**config.mk**
```make
export PLATFORM = sky130hd
export DESIGN_NAME = receive_slot_scheduler
export DESIGN_NICKNAME = d
export VERILOG_FILES = /design/src/rtl/receive_slot_scheduler.sv
export SDC_FILE = /design/constraint.sdc
export NUM_CORES = 1
export LEC_CHECK = 0
export CAP_MARGIN = 20
export CORE_MARGIN = 1
export CORE_UTILIZATION = 35
export CTS_BUF_LIST = sky130_fd_sc_hd__clkbuf_16
export CTS_CLUSTER_SIZE = 12
export DETAILED_ROUTE_END_ITERATION = 6
export GPL_TIMING_DRIVEN = 0
export RECOVER_POWER = 25
export SLEW_MARGIN = 40
export SYNTH_ARGS = -nofsm -noshare
export SYNTH_HDL_FRONTEND = slang
export SYNTH_SLANG_ARGS = --single-unit
export TNS_END_PERCENT = 5
```
**constraint.sdc**
```tcl
create_clock -name clock -period 9.6 [get_ports clock]
set_input_delay 0.96 -clock clock [delete_from_list [all_inputs] [get_ports clock]]
set_output_delay 0.96 -clock clock [all_outputs]
set_load 0.03 [all_outputs]
```
**src/rtl/receive_slot_scheduler.sv**
```systemverilog
// Receive queue slot scheduler: hands free slots to the packet parser,
// tracks each slot's life, and queues completed good packets downstream.
//
// Ports:
//   clock, reset_n        system clock, asynchronous active-low reset
//   packet_data_valid     per-slot byte strobe from the parser
//   good_packet           per-slot CRC-pass pulse
//   bad_packet            per-slot CRC-fail pulse
//   receive_slot_enable   one-hot slot offered to the parser (0 = none free)
//   ready_valid           a READY slot is offered downstream
//   ready_slot            index of the offered slot
//   ready_accept          downstream takes the offered slot
//   release_valid         downstream finished with a slot
//   release_slot          slot being released
//   release_error         pulse on a release of a slot not IN_SERVICE
//   free_slot_count       number of FREE slots
//   good_packet_count     good packets received (wraps)
//   bad_packet_count      bad packets received (wraps)
module receive_slot_scheduler #(
    parameter int RECEIVE_QUE_SLOTS = 4,
    parameter int SLOT_INDEX_WIDTH  = $clog2(RECEIVE_QUE_SLOTS)
) (
    input  logic                          clock,
    input  logic                          reset_n,
    input  logic [RECEIVE_QUE_SLOTS-1:0]  packet_data_valid,
    input  logic [RECEIVE_QUE_SLOTS-1:0]  good_packet,
    input  logic [RECEIVE_QUE_SLOTS-1:0]  bad_packet,
    output logic [RECEIVE_QUE_SLOTS-1:0]  receive_slot_enable,
    output logic                          ready_valid,
    output logic [SLOT_INDEX_WIDTH-1:0]   ready_slot,
    input  logic                          ready_accept,
    input  logic                          release_valid,
    input  logic [SLOT_INDEX_WIDTH-1:0]   release_slot,
    output logic                          release_error,
    output logic [SLOT_INDEX_WIDTH:0]     free_slot_count,
    output logic [15:0]                   good_packet_count,
    output logic [15:0]                   bad_packet_count
);

    localparam int N  = RECEIVE_QUE_SLOTS;
    localparam int CW = SLOT_INDEX_WIDTH + 1;

    typedef enum logic [1:0] {
        SLOT_FREE,
        SLOT_FILLING,
        SLOT_READY,
        SLOT_IN_SERVICE
    } slot_state_t;

    slot_state_t                 state_q [N];
    slot_state_t                 state_n [N];
    logic [SLOT_INDEX_WIDTH-1:0] fifo_q  [N];
    logic [SLOT_INDEX_WIDTH-1:0] fifo_n  [N];
    logic [CW-1:0]               fifo_count_q;
    logic [CW-1:0]               fifo_count_n;

    logic [CW-1:0] good_inc;
    logic [CW-1:0] bad_inc;
    logic [CW-1:0] free_n;
    logic [N-1:0]  enable_n;
    logic          release_hit;
    logic          release_error_n;
    logic          offer_found;

    always_comb begin
        state_n      = state_q;
        fifo_n       = fifo_q;
        fifo_count_n = fifo_count_q;
        good_inc     = '0;
        bad_inc      = '0;
        release_hit  = 1'b0;

        // Pop uses the pre-cycle FIFO so a same-cycle push is never bypassed.
        if (fifo_count_q != '0 && ready_accept) begin
            state_n[fifo_q[0]] = SLOT_IN_SERVICE;
            for (int i = 0; i < N - 1; i++) begin
                fifo_n[i] = fifo_q[i + 1];
            end
            fifo_n[N-1]  = '0;
            fifo_count_n = fifo_count_q - CW'(1);
        end

        for (int k = 0; k < N; k++) begin
            if (release_valid
                && release_slot == SLOT_INDEX_WIDTH'(k)
                && state_q[k] == SLOT_IN_SERVICE) begin
                release_hit = 1'b1;
                state_n[k]  = SLOT_FREE;
            end
        end
        release_error_n = release_valid && !release_hit;

        // Simultaneous completions enter the FIFO in ascending slot order.
        for (int k = 0; k < N; k++) begin
            unique case (state_q[k])
                SLOT_FREE: begin
                    if (packet_data_valid[k]) begin
                        state_n[k] = SLOT_FILLING;
                    end
                end
                SLOT_FILLING: begin
                    if (good_packet[k]) begin
                        state_n[k] = SLOT_READY;
                        fifo_n[fifo_count_n[SLOT_INDEX_WIDTH-1:0]] =
                            SLOT_INDEX_WIDTH'(k);
                        fifo_count_n = fifo_count_n + CW'(1);
                        good_inc     = good_inc + CW'(1);
                    end else if (bad_packet[k]) begin
                        state_n[k] = SLOT_FREE;
                        bad_inc    = bad_inc + CW'(1);
                    end
                end
                default: begin
                end
            endcase
        end

        free_n = '0;
        for (int k = 0; k < N; k++) begin
            if (state_n[k] == SLOT_FREE) begin
                free_n = free_n + CW'(1);
            end
        end

        // A slot mid-packet keeps the offer; otherwise lowest free slot.
        enable_n    = '0;
        offer_found = 1'b0;
        for (int k = 0; k < N; k++) begin
            if (!offer_found && state_n[k] == SLOT_FILLING) begin
                enable_n[k] = 1'b1;
                offer_found = 1'b1;
            end
        end
        for (int k = 0; k < N; k++) begin
            if (!offer_found && state_n[k] == SLOT_FREE) begin
                enable_n[k] = 1'b1;
                offer_found = 1'b1;
            end
        end
    end

    always_ff @(posedge clock or negedge reset_n) begin
        if (!reset_n) begin
            for (int k = 0; k < N; k++) begin
                state_q[k] <= SLOT_FREE;
                fifo_q[k]  <= '0;
            end
            fifo_count_q        <= '0;
            receive_slot_enable <= '0;
            ready_valid         <= 1'b0;
            ready_slot          <= '0;
            release_error       <= 1'b0;
            free_slot_count     <= CW'(N);
            good_packet_count   <= '0;
            bad_packet_count    <= '0;
        end else begin
            state_q             <= state_n;
            fifo_q              <= fifo_n;
            fifo_count_q        <= fifo_count_n;
            receive_slot_enable <= enable_n;
            ready_valid         <= fifo_count_n != '0;
            ready_slot          <= (fifo_count_n != '0) ? fifo_n[0] : '0;
            release_error       <= release_error_n;
            free_slot_count     <= free_n;
            good_packet_count   <= good_packet_count + 16'(good_inc);
            bad_packet_count    <= bad_packet_count + 16'(bad_inc);
        end
    end

endmodule

```
### Word-level counts from Yosys, hierarchy flattened

Cells that the tools add are included.

| word-level totals | value |
|---|---|
| register bits after elaboration | 62 |
| bits in latches | 0 |
| memory bits (writable) | 0 |
| bits in read-only memories | 0 |
| input port bits | 18 |
| output and inout bits | 43 |
| logic and storage cells | 205 |
| memories | 0 |

| operators by class | value |
|---|---|
| add/sub/neg operators | 16 |
| multiply operators | 0 |
| divide/modulo/power cells | 0 |
| $lt $le $gt $ge | 10 |
| eq/ne operators | 15 |
| shift operators | 0 |
| multiplexer cells | 92 |
| bitwise logic cells | 15 |
| reduce and logical (&&, ||, !) cells | 41 |

Operator list:

| kind | count |
|---|---|
| 2-to-1 mux 3 bit | 27 |
| 2-to-1 mux 8 bit | 10 |
| 2-to-1 mux 2 bit | 22 |
| adder 3 x 1 -> 3 bit, second input constant | 13 |
| adder 16 x 3 -> 16 bit | 2 |
| 2-to-1 mux 1 bit | 24 |
| logical AND 1 bit | 22 |
| demux 2 bit (select 2 bit) | 5 |
| equality test 2 x 1 -> 1 bit, second input constant | 9 |
| zero test 2 bit | 9 |
| OR 8 bit | 2 |
| one-hot mux 2 bit (2 select lines) | 4 |
| >= comparator 3 bit, second input constant | 5 |
| less-than comparator 3 x 1 -> 1 bit, second input constant | 5 |
| NOT 2 -> 3 bit | 5 |
| equality test 2 bit, second input constant | 6 |
| bitwise AND 4 bit | 2 |
| bitwise AND 8 bit | 1 |
| zero test 1 bit | 8 |
| NOT 4 bit | 2 |
| NOT 8 bit | 1 |
| OR 4 bit | 2 |
| nonzero test 3 bit | 2 |
| subtractor 3 x 1 -> 3 bit, second input constant | 1 |

### Depth between registers and ports, before layout

Gate-level depths: netlist (run 1).

| logic depth | value |
|---|---|
| depth in word-level cells | 34 |
| depth in mapped cells | 22 |

### Least setup slack after synthesis (run 1)

No wires, ideal clock.

| timing | value |
|---|---|
| path kind | input port to flip-flop |
| start point | in ready_accept |
| end point | reg ready_slot[0] |
| data arrival time | 4.133 ns |
| required time | 9.458 ns |
| setup slack | 5.325 ns |
| stages | 17 |
| cell sequence | and2_4 > buf_2 > xnor2_1 > inv_1 > ha_1 > nor2b_1 > nor2_1 > ha_1 > nand2_1 > o21ai_0 > ha_1 > mux2i_1 > inv_1 > ha_1 > or3_1 > mux2i_2 > a22oi_1 |

| between the ends | value |
|---|---|
| longest elaborated chain between the ends | 21 |
| elaborated cells between the ends (all ways) | 55 |
| those cells by class | 4 x add/sub; 8 x order compare; 27 x mux; 10 x bitwise; 6 x reduce/logical |

RTL lines:

| element | RTL line | source |
|---|---|---|
| from (decl) | 31 | `input logic ready_accept,` |
| logical AND 1 bit * | 74 | `if (fifo_count_q != '0 && ready_accept) begin` |
| parallel branches: the longest is 19 deep, another holds adder 3 x 1 -> 3 bit | n/a |  |
| 2-to-1 mux 2 bit * | 162 | `ready_slot <= (fifo_count_n != '0) ? fifo_n[0] : '0;` |
| to (signal assigned) | 162 |  |
| to (decl) | 30 | `output logic [SLOT_INDEX_WIDTH-1:0] ready_slot,` |

Every way passes the cells marked *.

### Final worst setup path (run 1)

Ends and elaborated chain as after synthesis.

==> results.env, run 1 <==
RUN_STATUS='finished, violations left'
VIOLATIONS='capacitance limit, slew limit'
DETAILEDPLACEMENTHPWL_UM=6550
SYNTH_NETS=445
GRT_UTIL_ALL_LAYERS_PCT=16.5
SHARE_COMB_OF_TOTAL_POWER_PCT=54.3
SEQCELLAREA_SQ_MM=0.00155
NETLIST_INSTANCES=392
HOLD_VIOL_FINAL=0
GLOBALPLACE.CONGESTION=0.828
WORST_SUPPLY_VOLTAGE_DROP_ON_VDD_mV=0.170
SOURCE_TO_SINK_CLOCK_DELAY_AT_THE_LATER_PIN_OF_THE_WORST_SKEW_PAIR_NS=0.33
DETAIL_ROUTE.WL_PER_CELL_UM=14.3
CTS_ROOT_BUFFER='sky130_fd_sc_hd__clkbuf_16'
MIN-DELAY-PATH-CLASS='flop to flop'
ARRIVAL_NS=5.08
DRT_PRE_ANTENNA_ITERS=4
CONGESTION_OVERFLOW_GR=0
CTS-RESIZED-GATES=0
MULTI_INPUT_COMB_AREA_SQ_MM=0.00221
REMAINING_DRC_ERRORS=0
FINALWIRELENGTH_UM=8700
CTSHTREEMAXLEVEL=3
FLOORPLAN.INITIALDENSITY_PCT=36.1
VIA_COUNT_OF_THE_FIRST_GLOBAL_ROUTING_PASS=3002
INTERNAL_POWER_W=0.000885
SYNTH.FF_LATCH_COUNT=62
NUM_CTS_BUFFERS=9
DRTANTENNAVIOLNETS=0
POWER_PER_CELL_AREA_mW_PER_MM2=314
SYNTH-WARNING-COUNT=0
STATIC-LEAKAGE-POWER_nW=2.27
DIEHEIGHT_UM=108
FINAL_LAYOUT_SIZE_SUFFIX_GT1_SHARE_PCT=10.0
PERIOD_SHARE_PCT=51.0
CRIT_TOP_CELL='sky130_fd_sc_hd__ha_1'
CRIT_TYPE='primary input to flop'
AREA_OVERHEAD_VS_SYNTH_PCT=26.5
POST-SYNTH-TOP-AREA-FRACTION_PCT=38.9
SYNTH.CELL_AREA_SQ_MM=0.00393
GRT_MAX_DEGREE=38
FINAL-SETUP-VIOL-COUNT=0
WORST_R2R_STARTPOINT='fifo_count_q[0]'
TIGHTEST_SLEW_NS=2.06
ROUTED_VIA_COUNT=3019
GRT_SETUP_UNREPAIRED='false'
FLOORPLAN.CORE_AREA_SQ_MM=0.0109
FILLERS=1059
CLOCK_SINK_COUNT=62
SLEW_HEADROOM_PCT=-37.6
WORSTREG2REGEND='ready_slot[0]'
CRIT_FANOUT=10
POST_CTS_SETUP_REPAIR_BUFS=0
CTS_HOLD_BUFFERS=0
SYNTH_ENABLE_FLOP_CELLS=0
CRIT_PATH_START_KIND='primary input'
COUNT_OF_INSERTED_ANTENNA_DIODE_CELLS=0
SLOWEST_STAGE='sky130_fd_sc_hd__clkdlybuf4s50_1'
YOSYS.AREA.TOP_TYPE='sky130_fd_sc_hd__dfrtp_1'
WORSTPATHCELLLIST='clkdlybuf4s50_1 > and2_4 > buf_2 > xnor2_1 > inv_1 > ha_1 > nor2b_1 > nor2_1 > ha_1 > nand2_1 > o21ai_0 > ha_1 > mux2i_1 > inv_1 > ha_1 > or3_1 > mux2i_2 > a22oi_1'
DIE_X_UM=108
DRT-INITIAL-DRC-COUNT=139
LAYOUT.CELLS.MOST_COMMON_LIST='61 x sky130_fd_sc_hd__dfrtp_1, 59 x sky130_fd_sc_hd__clkdlybuf4s50_1, 44 x sky130_fd_sc_hd__nand2_1'
CLKSLEWWORSTSETUPHOLDPATHS_NS=0.06
SETUP-TNS-FINAL_NS=0
HOLD-PATH-CELL-COUNT=1
POST-ROUTE-WORST-SETUP-SLACK_NS=4.71
ROW_COUNT=38
POWER.TOTAL_W=0.00156
ANTENNA_VIOLATIONS_BEFORE_REPAIR=0
CRITICAL_PATH_REQUIRED_NS=9.79
POWER.SHARE.CLOCK_PCT=19.1
TOP_FLIP_FLOP_CELL_BY_INSTANCE_COUNT_AFTER_SYNTHESIS='sky130_fd_sc_hd__dfrtp_1'
COUNT_OF_FINAL_MAX_SLEW_CHECK_FAILURES=38
SYNTH.AVG_CELL_AREA_SQ_UM=10.0
CTS_TREE='done'
CLOCK.FMAX_MHz=204
FINAL.MIN_CLOCK_PERIOD_NS=4.89
NETSWITCHINGPOWER_W=0.000673
RR_WORST_DEPTH=21
SYNTH.TOP_CELLS.BY_AREA='sky130_fd_sc_hd__dfrtp_1 39%, sky130_fd_sc_hd__ha_1 11%, sky130_fd_sc_hd__xnor2_1 7.6%'
MAX-CAP-VIOLATIONS=1
SYNTH_ASYNC_SR_FLOP_SHARE_PCT=100
SWITCHING_SHARE_PCT=43.2
NUM-NETS-FINAL=517
SYNTH_SEQ_AREA_SHARE_PCT=39.5
WIRE_LENGTH_OF_THE_FIRST_GLOBAL_ROUTING_PASS_UM=14700
LAUNCH_POINT_OF_THE_WORST_HOLD_PATH='good_packet_count[15]'
CLOCK_PATH_BUFFERS=2
R2R_SLACK_NS=4.84
ROUTE.DETAILED.VIAS_PER_INST=4.96
WORSTSETUPENDPOINTTYPE='flop'
WHS_ENDPOINT='good_packet_count[15]'
POWER_FRAC_SEQ_PCT=26.6
SYNTH_CELL_TYPES=59
TIMING.CLOCK.SKEW_NS=0.00734
DIEAREA_SQ_MM=0.0116
LAYOUT_COMMONEST_CELL='sky130_fd_sc_hd__dfrtp_1'
NUMBER_OF_PRIMARY_I_O_PINS=61
DPL_WORST_SLACK_NS=4.36
PORT_BUFFERS=60
CRIT_PATH_MAX_INCR_DELAY_NS=0.48
## layer usage
layer	wire [um]	global-route usage (%)	up-vias
met4	191	7.44	0
met3	283	2.91	18
met1	4190	22.1	1452
met5	0	0	-
li1	-	-	1492
met2	4040	25.9	57
## how the worst max path moves through the flow
stage / start / end
floorplan: ready_accept / ready_slot[0]
global placement: ready_accept / ready_slot[0]
detailed placement: ready_accept / ready_slot[0]
CTS: ready_accept / ready_slot[0]
global route: ready_accept / ready_slot[0]
finish: ready_accept / ready_slot[0]
## cells in the mapped netlist (2+ instances only)
library cell	instances
sky130_fd_sc_hd__a21oi_1	15
sky130_fd_sc_hd__o21ai_0	8
sky130_fd_sc_hd__nor3_1	3
sky130_fd_sc_hd__nand3b_1	4
sky130_fd_sc_hd__o41ai_1	2
sky130_fd_sc_hd__nor2_1	23
sky130_fd_sc_hd__inv_1	29
sky130_fd_sc_hd__a222oi_1	2
sky130_fd_sc_hd__a31o_2	2
sky130_fd_sc_hd__a211o_1	2
sky130_fd_sc_hd__o32ai_2	3
sky130_fd_sc_hd__and3b_1	4
sky130_fd_sc_hd__and3_1	5
sky130_fd_sc_hd__nand3_1	11
sky130_fd_sc_hd__nand2_1	44
sky130_fd_sc_hd__o21a_1	2
sky130_fd_sc_hd__and4_1	2
sky130_fd_sc_hd__a31oi_1	6
sky130_fd_sc_hd__nor4bb_1	3
sky130_fd_sc_hd__buf_6	2
sky130_fd_sc_hd__ha_1	33
sky130_fd_sc_hd__o211ai_1	3
sky130_fd_sc_hd__nor2b_1	6
sky130_fd_sc_hd__or3_1	2
sky130_fd_sc_hd__xor2_1	9
sky130_fd_sc_hd__nor3b_1	3
sky130_fd_sc_hd__mux2i_1	5
sky130_fd_sc_hd__xnor2_1	34
sky130_fd_sc_hd__dfrtp_1	61
sky130_fd_sc_hd__nand2b_1	7
sky130_fd_sc_hd__or2_2	3
sky130_fd_sc_hd__clkbuf_1	2
sky130_fd_sc_hd__buf_2	5
sky130_fd_sc_hd__a21o_1	3
sky130_fd_sc_hd__nand4_1	5
sky130_fd_sc_hd__fa_1	2
sky130_fd_sc_hd__and2_1	9
sky130_fd_sc_hd__mux2_2	6
sky130_fd_sc_hd__xnor2_2	2
## layout make-up
cell class	instances	area share, %
buffer	9	1.11
clock buffer	9	4.53
clock inverter	7	0.881
inverter	30	2.27
multi-input combinational	291	44.4
sequential	62	31.3
tap	140	3.53
timing repair buffer	61	12.0
## per-stage QoR
step	utilization, %	instance area [sq um]	hold slack (ns)	std cells
CTS	45.8	4990	0.478	609
floorplan	-	3930	0.497	392
finish	45.6	4970	0.478	609
detailed placement	43.3	4720	0.471	593
global route	45.6	4970	0.515	609
global placement	43.2	4700	0.463	592
## kinds of logic (layout without fill, tap and decap cells)
logic type / count (synthesis) / count (layout) / share of synthesized area (%)
mux: 12 / 12 / 3.35
fa+ha+maj: 35 / 35 / 11.5
flops: 62 / 62 / 39.5
simple gates: 139 / 139 / 18.8
compound gates: 58 / 58 / 11.1
buf+inv: 39 / 116 / 4.27
xor+xnor: 47 / 47 / 11.4
## power groups by stage
| stage | Combinational, W | Sequential [W] | Clock (W) |
|---|---|---|---|
| 3_3_place_gp | 0.000831 | 0.000416 | 0 |
| 6_report | 0.000847 | 0.000415 | 0.000297 |
| 5_1_grt | 0.000944 | 0.000426 | 0.000315 |
| 4_1_cts | 0.000855 | 0.000414 | 0.000302 |
| 3_5_place_dp | 0.000848 | 0.000418 | 0 |
| 2_1_floorplan | 0.000538 | 0.000483 | 0 |
## registers in the layout, indices dropped and copies added (netlist names)
signal               cells
ready_slot               2
fifo_q                   8
release_error            1
fifo_count_q             3
state_q                  8
good_packet_count       16
bad_packet_count        16
ready_valid              1
free_slot_count          3
receive_slot_enable      4
## worst max-delay path: cells and delay by family
family,cells,cell delay (ns)
adder cells (fa/ha/maj),4,1.24
AND/OR/NAND/NOR,5,0.89
multiplexers,2,0.46
AO/OA/AOI/OAI,2,0.30
XOR/XNOR,1,0.24
buffers and inverters,4,0.96
No activity file was read; power rests on OpenSTA's default activity.
==> run 2: changes to the inputs <==
==> constraint.sdc (replaced) <==
create_clock -name clock -period 4.1 [get_ports clock]
set_input_delay 0.41 -clock clock [delete_from_list [all_inputs] [get_ports clock]]
set_output_delay 0.41 -clock clock [all_outputs]
set_load 0.03 [all_outputs]
==> results.env, run 2 (synthesis gave the netlist of run 1 again) <==
DRTANTENNAVIOLNETS=0  # unchanged
CTSHTREEMAXLEVEL=3  # unchanged
DIE_X_UM=108  # unchanged
DETAILEDPLACEMENTHPWL_UM=6530  # -0.27%
CRITICAL_PATH_REQUIRED_NS=4.29  # -5.50 ns
PLACED_CELLS_INCL_TAPS=593  # unchanged
CRIT_PATH_START_KIND='flop'
SETUP-TNS-FINAL_NS=0  # unchanged
POST-ROUTE-UTIL_PCT=47.5  # +1.9 points
AREA_OVERHEAD_VS_SYNTH_PCT=31.8
FINAL_LAYOUT_SIZE_SUFFIX_GT1_SHARE_PCT=14.8  # +4.7 points
TIGHTEST_SLEW_NS=1.91  # -0.150 ns
ANTENNA_VIOLATIONS_BEFORE_REPAIR=0  # unchanged
FINALHOLDWORSTSLACK_NS=0.430  # -0.0480 ns
FINAL.MIN_CLOCK_PERIOD_NS=3.91
CLOCK.FMAX_MHz=256
MIN-DELAY-PATH-CLASS='primary input to async pin'
FINALWIRELENGTH_UM=8610  # -1.1%
ROUTED_VIA_COUNT=3051  # +1.1%
CONGESTION_OVERFLOW_GR=0  # unchanged
DIEHEIGHT_UM=108  # unchanged
TOP_REGS='bad_packet_count (16), good_packet_count (16)'
NUM_CTS_BUFFERS=9  # unchanged
LAYOUT.CELLS.MOST_COMMON_LIST='60 x sky130_fd_sc_hd__dfrtp_1, 59 x sky130_fd_sc_hd__clkdlybuf4s50_1, 44 x sky130_fd_sc_hd__nand2_1'
DRT-INITIAL-DRC-COUNT=109  # -22%
CTS_ROOT_BUFFER='sky130_fd_sc_hd__clkbuf_16'
MAX-CAP-VIOLATIONS=2  # +1
DETAIL_ROUTE.WL_PER_CELL_UM=14.0  # -1.9%
VIOLATIONS='capacitance limit, slew limit'
WIRE_LENGTH_OF_THE_FIRST_GLOBAL_ROUTING_PASS_UM=14400  # -1.6%
GRT_SETUP_UNREPAIRED='true'
HOLD_VIOL_FINAL=0  # unchanged
STATIC-LEAKAGE-POWER_nW=2.31  # +1.6%
CTS_TREE='done'
FLOORPLAN.CORE_AREA_SQ_MM=0.0109  # unchanged
ROUTE.DETAILED.VIAS_PER_INST=4.97  # +0.24%
CRIT_FANOUT=10  # unchanged
TIMING.CLOCK.SKEW_NS=0.00493  # -0.00242 ns
REMAINING_DRC_ERRORS=0  # unchanged
GRT_UTIL_ALL_LAYERS_PCT=16.2  # -0.29 points
GRT_MAX_DEGREE=36  # -5.3%
FINAL-SETUP-VIOL-COUNT=0  # unchanged
SLEW_HEADROOM_PCT=-27.6  # +10 points
POWER.TOTAL_W=0.00397  # +150%
CTS_HOLD_BUFFERS=0  # unchanged
CLOCK_PATH_BUFFERS=2  # unchanged
FLOORPLAN.INITIALDENSITY_PCT=36.1  # unchanged
LAYOUT_COMMONEST_CELL='sky130_fd_sc_hd__dfrtp_1'
SOURCE_TO_SINK_CLOCK_DELAY_AT_THE_LATER_PIN_OF_THE_WORST_SKEW_PAIR_NS=0.33  # about the same
CRIT_TYPE='flop to flop'
POWER_PER_CELL_AREA_mW_PER_MM2=768  # +140%
DRT_PRE_ANTENNA_ITERS=4  # unchanged
COUNT_OF_INSERTED_ANTENNA_DIODE_CELLS=0  # unchanged
VIA_COUNT_OF_THE_FIRST_GLOBAL_ROUTING_PASS=3098  # +3.2%
WORST_SUPPLY_VOLTAGE_DROP_ON_VDD_mV=0.414  # +140%
NUMBER_OF_PRIMARY_I_O_PINS=61  # unchanged
WORSTSETUPENDPOINTTYPE='flop'
CLKSLEWWORSTSETUPHOLDPATHS_NS=0.06  # about the same
PERIOD_SHARE_PCT=95.3
COUNT_OF_FINAL_MAX_SLEW_CHECK_FAILURES=36  # -5.3%
PORT_BUFFERS=60  # unchanged
FILLERS=1013  # -4.3%
GLOBALPLACE.CONGESTION=0.850  # +2.7%
FIN_CELLS=614  # +0.82%
RUN_STATUS='finished, violations left'
ARRIVAL_NS=4.09  # -0.99 ns
ROW_COUNT=38  # unchanged
DIEAREA_SQ_MM=0.0116  # unchanged
NUM-NETS-FINAL=522  # +0.97%
CLOCK_SINK_COUNT=62  # unchanged
-- run 2: cell count changes in the layout (fill, tap and decap cells not counted), moves of 2 or more --
cell / delta
sky130_fd_sc_hd__nor2_2: +4
sky130_fd_sc_hd__bufinv_16: +2
sky130_fd_sc_hd__buf_4: +6
sky130_fd_sc_hd__inv_1: -3
sky130_fd_sc_hd__buf_2: -2
sky130_fd_sc_hd__nor2_1: -5
sky130_fd_sc_hd__clkinv_2: -2
sky130_fd_sc_hd__ha_1: -2
sky130_fd_sc_hd__clkinv_4: -3
sky130_fd_sc_hd__inv_2: +2
sky130_fd_sc_hd__clkinvlp_4: +3
sky130_fd_sc_hd__a21oi_1: -2
sky130_fd_sc_hd__ha_4: +2
-- run 2: path summary, 6_finish.rpt --
kind | start | to | slack [ns] | cells after the start
max | fifo_count_q[0] | ready_slot[0] | 0.19 | 20
min reg2reg | good_packet_count[15] | good_packet_count[15] | 0.48 | 1
max reg2reg | fifo_count_q[0] | ready_slot[0] | 0.19 | 20
min in group clock | good_packet_count[15] | good_packet_count[15] | 0.48 | 1
min | reset_n | good_packet_count[6] | 0.43 | 1
max in group asynchronous | reset_n | free_slot_count[1] | 1.22 | 2
-- run 2: metal layers --
metal	vias to the layer above	part of all wire, %	global-route usage (%)
li1	1499	-	-
met1	1466	46	20.8
met2	65	46	25.9
met3	21	4.8	3.03
met4	0	2.6	8.32
met5	-	0	0
-- run 2: area by class of cell --
class                           instances  area, sq um  area share [%]
Clock buffer                            9          225            4.35
Multi-Input combinational cell        291         2320            44.8
Timing Repair Buffer                   67          643            12.4
Tap cell                              140          175            3.38
Inverter                               30          113            2.18
Clock inverter                          7         90.1            1.74
Buffer                                  8         56.3            1.09
Sequential cell                        62         1550            30.0
-- run 2: worst max-delay path, stage by stage (launching register included) --
cell and delay [ns]:
sky130_fd_sc_hd__dfrtp_2 0.40, sky130_fd_sc_hd__inv_2 0.08, sky130_fd_sc_hd__ha_4 0.15, sky130_fd_sc_hd__nand2b_4 0.05, sky130_fd_sc_hd__buf_6 0.13, sky130_fd_sc_hd__and2_4 0.17
sky130_fd_sc_hd__xnor2_4 0.17, sky130_fd_sc_hd__inv_1 0.09, sky130_fd_sc_hd__ha_1 0.31, sky130_fd_sc_hd__nor2b_2 0.16, sky130_fd_sc_hd__nor2_2 0.07, sky130_fd_sc_hd__ha_1 0.27
sky130_fd_sc_hd__nand2_1 0.09, sky130_fd_sc_hd__o21ai_4 0.12, sky130_fd_sc_hd__ha_4 0.24, sky130_fd_sc_hd__mux2i_2 0.20, sky130_fd_sc_hd__inv_1 0.09, sky130_fd_sc_hd__ha_1 0.30
sky130_fd_sc_hd__or3_4 0.41, sky130_fd_sc_hd__mux2i_4 0.17, sky130_fd_sc_hd__a22oi_1 0.10
-- run 2: what timing repair did --
action	CTS	global route
hold endpoints to repair	0	0
pin swaps	1	1
buffers inserted	3	3
resized for setup	9	17
setup endpoints to repair	7	17
-- run 2: power breakdown --
part	switching [W]	internal [W]
clock network	0.000283	0.000527
logic	0.00120	0.000997
registers	0.000160	0.000809
-- run 2: through the flow --
stage	area [sq um]	worst slack, ns
finish	5170	0.194
detailed placement	4730	-0.598
global route	5170	-0.0177
CTS	5100	0.00780
floorplan	3930	0.0205
global placement	4710	-0.518
==> patch, RTL diff (config.mk and constraints of run 1) <==
Set the parameter `RECEIVE_QUE_SLOTS` to 8 (it was 4).
--- a/src/rtl/receive_slot_scheduler.sv
+++ b/src/rtl/receive_slot_scheduler.sv
@@ -17,7 +17,7 @@
 //   good_packet_count     good packets received (wraps)
 //   bad_packet_count      bad packets received (wraps)
 module receive_slot_scheduler #(
-    parameter int RECEIVE_QUE_SLOTS = 4,
+    parameter int RECEIVE_QUE_SLOTS = 8,
     parameter int SLOT_INDEX_WIDTH  = $clog2(RECEIVE_QUE_SLOTS)
 ) (
     input  logic                          clock,
Ports: changed (7 resized); port bits go from 61 to 80. No check against the original RTL was run, so the function may have changed too.
==> patch against run 1 <==
Sequential cell count grew 31. Largest cell class unchanged. Synthesized area grew 110%. Hold slack lost 0.0099 ns. Count of clock-buffer cells in the layout unchanged. Design area grew 96%. The flow still finishes with violations (max-capacitance violations, max-slew violations). Highest routed layer unchanged. Synthesized cell count grew 140%. Setup slack got worse by 4.1 ns. Die area grew 110%. Wire length grew to 2.7 times the old value. Global-route usage grew 3.7 points. Utilization shrank 3.1 points. Power up 94%.
==> patch: results (changes against run 1) <==
stage,metric,value,unit,change
timing,Final Hold Slack,0.468,ns,was 0.478 ns
timing,relative max-transition margin,-86.4,%,was -37.6%
outcome,outcome,finished with violations,,unchanged
power_and_ir_drop,worst-case vdd ir drop,159,uV,was 170 uV
yosys,synthesized net count,1030,,was 445
grt,wire length of the first global-routing pass,38100,um,was 14700 um
yosys,part of the Yosys area used for sequential elements,28.4,%,was 39.5%
placed_design,DP HPWL,18500,um,was 6550 um
timing,number of pins with negative max-slew slack in the final report,96,,was 38
routing,average wire per standard cell,17.2,um,was 14.3 um
grt,largest net degree at the start of global routing,49,,was 38
setup_path,path depth of the worst reg2reg path,38,,was 21
job,max-capacitance violation count,2,,was 1
placed_design,placed standard-cell area,0.00943,sq mm,was 0.00472 sq mm
min_path,start point of the worst min-delay path,bad_packet_count[15]$_DFF_PN0_,,was good_packet_count[15]$_DFF_PN0_
yosys,share of the synthesized netlist area taken by xor and xnor gates,13.0,%,was 11.4%
setup_path,critical register-to-register path endpoint,ready_slot[2]$_DFF_PN0_,,was ready_slot[0]$_DFF_PN0_
yosys,library cells used by synthesis,100,,was 59
timing,Final Skew,0.00951,ns,was 0.00734 ns
min_path,hold endpoint,bad_packet_count[15]$_DFF_PN0_,,was good_packet_count[15]$_DFF_PN0_
setup_path,"reg-to-reg slack, setup",0.57,ns,was 4.84 ns
placed_design,gpl congestion,0.905,,was 0.828
routing,1st-pass router iterations,5,,was 4
clock_tree,clock insertion delay at the later pin of the skew report,0.36,ns,was 0.33 ns
placed_design,I/O Buffers,78,,was 60
outcome,failing checks,"max-capacitance violations, max-slew violations",,unchanged
power_and_ir_drop,static power due to leakage,4.12,nW,was 2.27 nW
[patch: cell type report]
type	count	area [sq um]
Buffer	29	141
Clock buffer	9	225
Clock inverter	7	66.3
Fill cell	2335	13100
Inverter	49	191
Multi-Input combinational cell	789	5590
Sequential cell	93	2330
Tap cell	313	392
Timing Repair Buffer	79	778
[patch: report_power, final]
| part | total (mW) | switching [mW] | internal [mW] | leakage (nW) |
|---|---|---|---|---|
| Sequential | 0.626 | 0.106 | 0.519 | 1.18 |
| Combinational | 2.04 | 1.25 | 0.789 | 2.80 |
| Clock | 0.365 | 0.164 | 0.201 | 0.141 |
| Total | 3.03 | 1.52 | 1.51 | 4.12 |
[patch: worst max-delay path: cells and delay by family, from the launching register on]
family	cells	cell delay, ns
buffers and inverters	10	1.69
AOI/OAI and AO/OA	13	2.70
and+or+nand+nor	6	1.23
adders and majority gates	9	2.76
DFF	1	0.49
[patch: stage by stage]
step | setup slack, ns | instances
final | 0.569 | 1368
after global routing | -0.00554 | 1368
after CTS | 0.0237 | 1368
after detailed placement | -0.0434 | 1352
after global placement | -0.0256 | 1351
after floorplan | 1.50 | 960
[patch: worst max path at each step]
stage | start | to
finish | fifo_count_q[1]$_DFF_PN0_ | ready_slot[2]$_DFF_PN0_
global route | fifo_count_q[1]$_DFF_PN0_ | ready_slot[2]$_DFF_PN0_
CTS | fifo_count_q[1]$_DFF_PN0_ | ready_slot[2]$_DFF_PN0_
detailed placement | ready_accept | ready_slot[2]$_DFF_PN0_
global placement | ready_accept | ready_slot[0]$_DFF_PN0_
floorplan | ready_accept | ready_slot[0]$_DFF_PN0_
[patch: logic make-up after synthesis]
logic type / Yosys count
buf+inv: 78
mux: 36
xor+xnor: 101
fa+ha+maj: 40
compound gates: 217
flops: 93
simple gates: 395
[patch: metal layers]
metal	GRT usage, %	routed length (um)	vias to the layer above
li1	-	-	3638
met1	29.1	11600	3544
met2	30.9	10200	215
met3	3.09	1230	26
met4	5.66	474	0
met5	0	0	-
[patch: timing repair]
action,CTS,global route
hold endpoints to repair,0,0
setup endpoints to repair,0,11
buffers inserted,0,0
gates resized for setup,0,8
hold buffers,0,0
